## config.mk

```make
export PLATFORM = sky130hd
export DESIGN_NAME = fft_peak_detect
export DESIGN_NICKNAME = d
export VERILOG_FILES = /design/src/rtl/fft_peak_detect.sv
export SDC_FILE = /design/constraint.sdc
export NUM_CORES = 2
export LEC_CHECK = 0
export ABC_AREA = 1
export CORE_ASPECT_RATIO = 1.5
export CORE_UTILIZATION = 35
export CTS_CLUSTER_SIZE = 8
export DETAILED_ROUTE_END_ITERATION = 10
export PLACE_DENSITY = 0.55
export SYNTH_ARGS = -nofsm -noshare
export SYNTH_HDL_FRONTEND = slang
export SYNTH_SLANG_ARGS = --single-unit
```

## constraint.sdc

```tcl
create_clock -name clk -period 21.1 [get_ports clk]
set_input_delay 4.22 -clock clk [delete_from_list [all_inputs] [get_ports clk]]
set_output_delay 4.22 -clock clk [all_outputs]
set_load 0.02 [all_outputs]
```

## src/rtl/fft_peak_detect.sv

```systemverilog
// -----------------------------------------------------------------------------
// fft_peak_detect
// Scans the positive-frequency bins of the fft_512 output RAM after each
// transform, streams |X[k]|^2 for every bin and reports the strongest bin,
// its magnitude and its frequency in Hz.
//
// Ports:
//   clk, rst           system clock, synchronous active-high reset
//   fft_done           start pulse from fft_512 (ignored while a scan runs)
//   fft_out_addr       bin read address to fft_512 (holds when idle)
//   fft_out_re/_im     signed bin data, READ_LATENCY cycles after the address
//   threshold          minimum peak magnitude for peak_valid
//   busy               scan in progress
//   mag_valid/_bin/_data  one streamed magnitude per bin, in bin order
//   result_valid       one-cycle pulse when the peak results are loaded
//   peak_bin/_mag/_valid/_hz  peak results, held until the next result
// -----------------------------------------------------------------------------
module fft_peak_detect #(
   parameter int NUM_BINS     = 256,
   parameter int READ_LATENCY = 1,
   parameter int SKIP_DC      = 1,
   parameter int BIN_HZ_Q16   = 6000000
) (
   input  logic               clk,
   input  logic               rst,
   input  logic               fft_done,
   output logic [8:0]         fft_out_addr,
   input  logic signed [23:0] fft_out_re,
   input  logic signed [23:0] fft_out_im,
   input  logic [47:0]        threshold,
   output logic               busy,
   output logic               mag_valid,
   output logic [8:0]         mag_bin,
   output logic [47:0]        mag_data,
   output logic               result_valid,
   output logic [8:0]         peak_bin,
   output logic [47:0]        peak_mag,
   output logic               peak_valid,
   output logic [15:0]        peak_hz
);

   localparam logic [8:0]  LAST_BIN  = 9'(NUM_BINS - 1);
   localparam logic [8:0]  START_BIN = (SKIP_DC != 0) ? 9'd1 : 9'd0;
   localparam logic [31:0] BIN_HZ_W  = 32'(BIN_HZ_Q16);

   typedef enum logic [1:0] {
      IDLE  = 2'd0,
      SCAN  = 2'd1,
      DRAIN = 2'd2,
      DONE  = 2'd3
   } state_e;

   state_e      state_q, state_d;
   logic [8:0]  addr_q, addr_d;
   logic        start_s;
   logic        last_cmp_s;

   // {valid, address} delayed to line up with the returning RAM data
   logic [9:0]  dly_q [READ_LATENCY];

   logic signed [46:0] re_ext_s, im_ext_s;
   logic [46:0] p_re_q, p_im_q;
   logic        s1_valid_q;
   logic [8:0]  s1_bin_q;

   logic        mag_valid_q;
   logic [8:0]  mag_bin_q;
   logic [47:0] mag_data_q;

   logic [47:0] max_mag_q, max_mag_d;
   logic [8:0]  max_bin_q, max_bin_d;

   logic        busy_q, result_valid_q, peak_valid_q;
   logic [8:0]  peak_bin_q;
   logic [47:0] peak_mag_q;
   logic [15:0] peak_hz_q, peak_hz_s;

   // Sign-extend before squaring so the 47-bit product is exact.
   assign re_ext_s = 47'(fft_out_re);
   assign im_ext_s = 47'(fft_out_im);

   // The last compare is the cycle the final bin's magnitude is on the stream.
   assign last_cmp_s = mag_valid_q && (mag_bin_q == LAST_BIN);

   // Next-state and address sequencing.
   always_comb begin
      state_d = state_q;
      addr_d  = addr_q;
      start_s = 1'b0;
      case (state_q)
         IDLE: begin
            if (fft_done) begin
               state_d = SCAN;
               addr_d  = 9'd0;
               start_s = 1'b1;
            end else begin
               state_d = IDLE;
            end
         end
         SCAN: begin
            if (addr_q == LAST_BIN) begin
               state_d = DRAIN;
            end else begin
               addr_d = addr_q + 9'd1;
            end
         end
         DRAIN: begin
            if (last_cmp_s) begin
               state_d = DONE;
            end else begin
               state_d = DRAIN;
            end
         end
         DONE:    state_d = IDLE;
         default: state_d = IDLE;
      endcase
   end

   // Running maximum; strict compare keeps the lowest bin on ties.
   always_comb begin
      max_mag_d = max_mag_q;
      max_bin_d = max_bin_q;
      if (start_s) begin
         max_mag_d = 48'd0;
         max_bin_d = START_BIN;
      end else if (mag_valid_q && (mag_data_q > max_mag_q) &&
                   !((SKIP_DC != 0) && (mag_bin_q == 9'd0))) begin
         max_mag_d = mag_data_q;
         max_bin_d = mag_bin_q;
      end else begin
         max_mag_d = max_mag_q;
         max_bin_d = max_bin_q;
      end
   end

   // Bin spacing is Q16.16, so the integer Hz is the product's upper half.
   assign peak_hz_s = 16'((32'(max_bin_d) * BIN_HZ_W) >> 16);

   // State, address and read-address delay line.
   always_ff @(posedge clk) begin
      if (rst) begin
         state_q <= IDLE;
         addr_q  <= 9'd0;
         for (int k = 0; k < READ_LATENCY; k++) begin
            dly_q[k] <= 10'd0;
         end
      end else begin
         state_q  <= state_d;
         addr_q   <= addr_d;
         dly_q[0] <= {(state_q == SCAN), addr_q};
         for (int k = 1; k < READ_LATENCY; k++) begin
            dly_q[k] <= dly_q[k-1];
         end
      end
   end

   // Two-stage magnitude pipeline: square, then sum.
   always_ff @(posedge clk) begin
      if (rst) begin
         p_re_q      <= 47'd0;
         p_im_q      <= 47'd0;
         s1_valid_q  <= 1'b0;
         s1_bin_q    <= 9'd0;
         mag_valid_q <= 1'b0;
         mag_bin_q   <= 9'd0;
         mag_data_q  <= 48'd0;
      end else begin
         p_re_q      <= re_ext_s * re_ext_s;
         p_im_q      <= im_ext_s * im_ext_s;
         s1_valid_q  <= dly_q[READ_LATENCY-1][9];
         s1_bin_q    <= dly_q[READ_LATENCY-1][8:0];
         mag_valid_q <= s1_valid_q;
         mag_bin_q   <= s1_bin_q;
         mag_data_q  <= {1'b0, p_re_q} + {1'b0, p_im_q};
      end
   end

   // Peak tracking, status flags and result registers.
   always_ff @(posedge clk) begin
      if (rst) begin
         max_mag_q      <= 48'd0;
         max_bin_q      <= 9'd0;
         busy_q         <= 1'b0;
         result_valid_q <= 1'b0;
         peak_bin_q     <= 9'd0;
         peak_mag_q     <= 48'd0;
         peak_valid_q   <= 1'b0;
         peak_hz_q      <= 16'd0;
      end else begin
         max_mag_q      <= max_mag_d;
         max_bin_q      <= max_bin_d;
         busy_q         <= (state_d == SCAN) || (state_d == DRAIN);
         result_valid_q <= (state_d == DONE);
         if (last_cmp_s) begin
            peak_bin_q   <= max_bin_d;
            peak_mag_q   <= max_mag_d;
            peak_valid_q <= (max_mag_d >= threshold);
            peak_hz_q    <= peak_hz_s;
         end else begin
            peak_bin_q   <= peak_bin_q;
            peak_mag_q   <= peak_mag_q;
            peak_valid_q <= peak_valid_q;
            peak_hz_q    <= peak_hz_q;
         end
      end
   end

   assign fft_out_addr = addr_q;
   assign busy         = busy_q;
   assign mag_valid    = mag_valid_q;
   assign mag_bin      = mag_bin_q;
   assign mag_data     = mag_data_q;
   assign result_valid = result_valid_q;
   assign peak_bin     = peak_bin_q;
   assign peak_mag     = peak_mag_q;
   assign peak_valid   = peak_valid_q;
   assign peak_hz      = peak_hz_q;

endmodule
```

==> reports/results.tsv <==
stage	metric	value	unit
setup_path	path_common_cell	fa_1	
placement	hpwl	150	mm
placement	routabilityCongestion	0.948	
drt	drc_errors	0	
global_route	globalRouteTotalUtil	21.9	%
sta	period_needed	11.17	ns
clock_tree	cts_root_buf	clkbuf_16	
setup_path	worst_path_largest_cell_delay	1.31	ns
clock_tree	htreeDepth	2	
floorplanning	die_y	500	µm
drt	top_layer	met5	
clock_tree	cts_resized	0	
drt	wl_per_cell	18.5	µm
setup_path	start_kind	input pin	
synth	ys_async_sr_fraction	0	%
sta	rsz0062_at_grt	false	
final_layout	nNetsFinal	9213	
setup_path	crit_type	input pin to flop	
final_layout	area_growth	10.4	%
floorplanning	ios	242	
sta	setup_violations	0	
clock_tree	cts_tree	done	
floorplanning	row_count	182	
synth	synth_edf_count	0	
global_route	grt_overflow	0	
synth	ys.flop_type	dfxtp_1	
floorplanning	core_area	0.164	mm²
drt	dr_wl_met3	4.88	mm
drt	vias_per_cell	4.74	
setup_path	crit_buf_inv	5	
global_route	first_global_vias	50795	
final_layout	diodes	0	
setup_path	r2r_slack	13.75	ns
synth	synth_area	0.0579	mm²
drt	met1_length	67.3	mm
floorplanning	die_w	334	µm
drt	dr_wl_met2	98.9	mm
sta	tightest_slew	1.26	ns
sta	period_share	52.9	%
sta	skew	0.0373	ns
final_layout	layout_commonest_cell	inv_1	
global_route	antenna_found_initial	4	
sta	holdWs	0.400	ns
placement	post-place-ws	9.28	ns
status	status	complete, no violations	
clock_tree	cts_setup_buffers	0	
setup_path	required	21.56	ns
setup_path	crit_fanout	24	
setup_path	cp-end-kind	flop	
synth	syn_avg_cell_area	7.90	µm²
clock_tree	clock-sinks	314	
drt	first_pass_iters	6	
setup_path	worstPathCellList	clkdlybuf4s50_1, nand2_1, inv_1, fa_1, fa_1, inv_1, fa_1, fa_1, fa_1, fa_1, fa_1, inv_1, ha_1, nand2_1, nor2_1, inv_1, nor3_1, nand3b_1, nand4_1, nand2_1, nand2_1, nor2_1	
global_route	grt_pass1_wl	282	mm
clock_tree	postCtsHoldBufs	0	
final_layout	drive_gt1_share	2.44	%
sta	worst_slack	9.93	ns
synth	synth_seq_cells	314	
drt	wl	179	mm
final_layout	final_cell_mix	inv_1, nand2_1, fa_1	
synth	yosys_warnings	0	
drt	num_vias	46004	
sta	hold_violations	0	
clock_tree	cts_buffers	46	
floorplanning	die_area	0.167	mm²
global_route	grt_max_degree	79	
setup_path	slowest_stage	clkdlybuf4s50_1	
synth	ys_seq_area_share	10.9	%
setup_path	cp.arrival	11.63	ns
synth	syn_inst	7334	
synth	synthesis.nets	9058	
sta	max_freq	89.5	MHz
setup_path	crit_family	adder cells	
clock_tree	clkSlewWorstSetupHoldPaths	0.05	ns
clock_tree	ctsLongestPathBuffers	3	
sta	finalSetupTns	0	ns
placement	place.port_buffers	241	
sta	relSlewSlack	16.0	%
clock_tree	clock_latency	0.60	ns
sta	drv_slew	0	
drt	detail-route-antenna-nets	0	
run	max-cap-violations	0	
hold_path	min_path_type	flop to flop	
synth	synth_cell_type_count	47	
drt	drt-initial-drc-count	2083	
floorplanning	start_util	35.3	%
-- kinds of logic after synthesis --
family,after synthesis,synth area share [%]
AO/OA/AOI/OAI,800,7.68
AND/OR/NAND/NOR,2164,15.3
buffers and inverters,2378,15.5
XOR/XNOR,53,0.801
flip-flops,314,10.9
adder cells (fa/ha/maj),1625,49.8
-- per-layer routing --
layer	vias to the layer above	GRT usage [%]
met3	361	1.51
met2	972	43.2
li1	21804	-
met1	22859	23.7
met5	-	0
met4	8	8.86
-- worst register-to-register path, delay by kind of cell, from the launching register on --
kind                       cells  cell delay (ns)
AOI/OAI and AO/OA              6             1.23
adders and majority gates      6             2.58
buffers and inverters          9             1.12
DFF                            1             0.30
and+or+nand+nor               12             1.98
-- cell usage after synthesis, types with 6 or more instances --
library cell	number	area [µm²]
a31oi_1	22	138
buf_2	11	55.1
dfxtp_1	314	6290
inv_1	2189	8220
fa_1	1137	22800
o21bai_1	44	330
xnor2_1	29	254
nand3_1	225	1130
nand4_1	25	156
o21ai_2	6	52.6
clkbuf_1	159	597
ha_1	488	6110
xor2_1	24	210
a21boi_0	16	120
a21o_1	38	285
or2_2	19	119
nor3_1	50	250
o21ai_1	6	30.0
nand3_2	31	310
o21ai_0	237	1190
o21a_1	33	248
a21oi_1	376	1880
nand3b_1	6	45.0
nor4_1	13	81.3
o211ai_1	8	60.1
nor2_1	561	2110
nand2_1	1220	4580
-- path summary, 6_finish.rpt --
check | start | to | cells past startpoint
hold / removal | dly_q[0][7] | s1_bin_q[7] | 2
setup reg to reg | max_mag_q[43] | peak_hz[13] | 33
setup / recovery | fft_out_re[11] | p_re_q[42] | 22
hold reg to reg | dly_q[0][7] | s1_bin_q[7] | 2
-- sequential cells by signal, summed over array words and instances (netlist names), 2 cells and up --
signal and cells:
p_re_q 46, mag_bin 9, dly_q 10, state_q 2, mag_data 48, p_im_q 46, peak_hz 16, max_bin_q 9
peak_bin 9, s1_bin_q 9, fft_out_addr 9, max_mag_q 48, peak_mag 48
-- cell type report --
type	instances	area (µm²)
clock inverter	5	101
multi-input combinational	4642	42700
inverter	2194	8240
tap	2208	2760
timing repair buffer	291	2750
fill	16990	100000
sequential	314	6290
clock buffer	49	1170
-- per-stage QoR --
stage | std cells | instance area, µm² | util, %
floorplan | 7334 | 57900 | -
finish | 9703 | 64000 | 39.0
global placement | 9649 | 62700 | 38.2
global route | 9703 | 64000 | 39.0
detailed placement | 9649 | 62700 | 38.2
CTS | 9703 | 64000 | 39.0
Power is left out: the tool's default activity adds up to more than one toggle a clock period on the data nets, which glitch-free logic cannot reach.
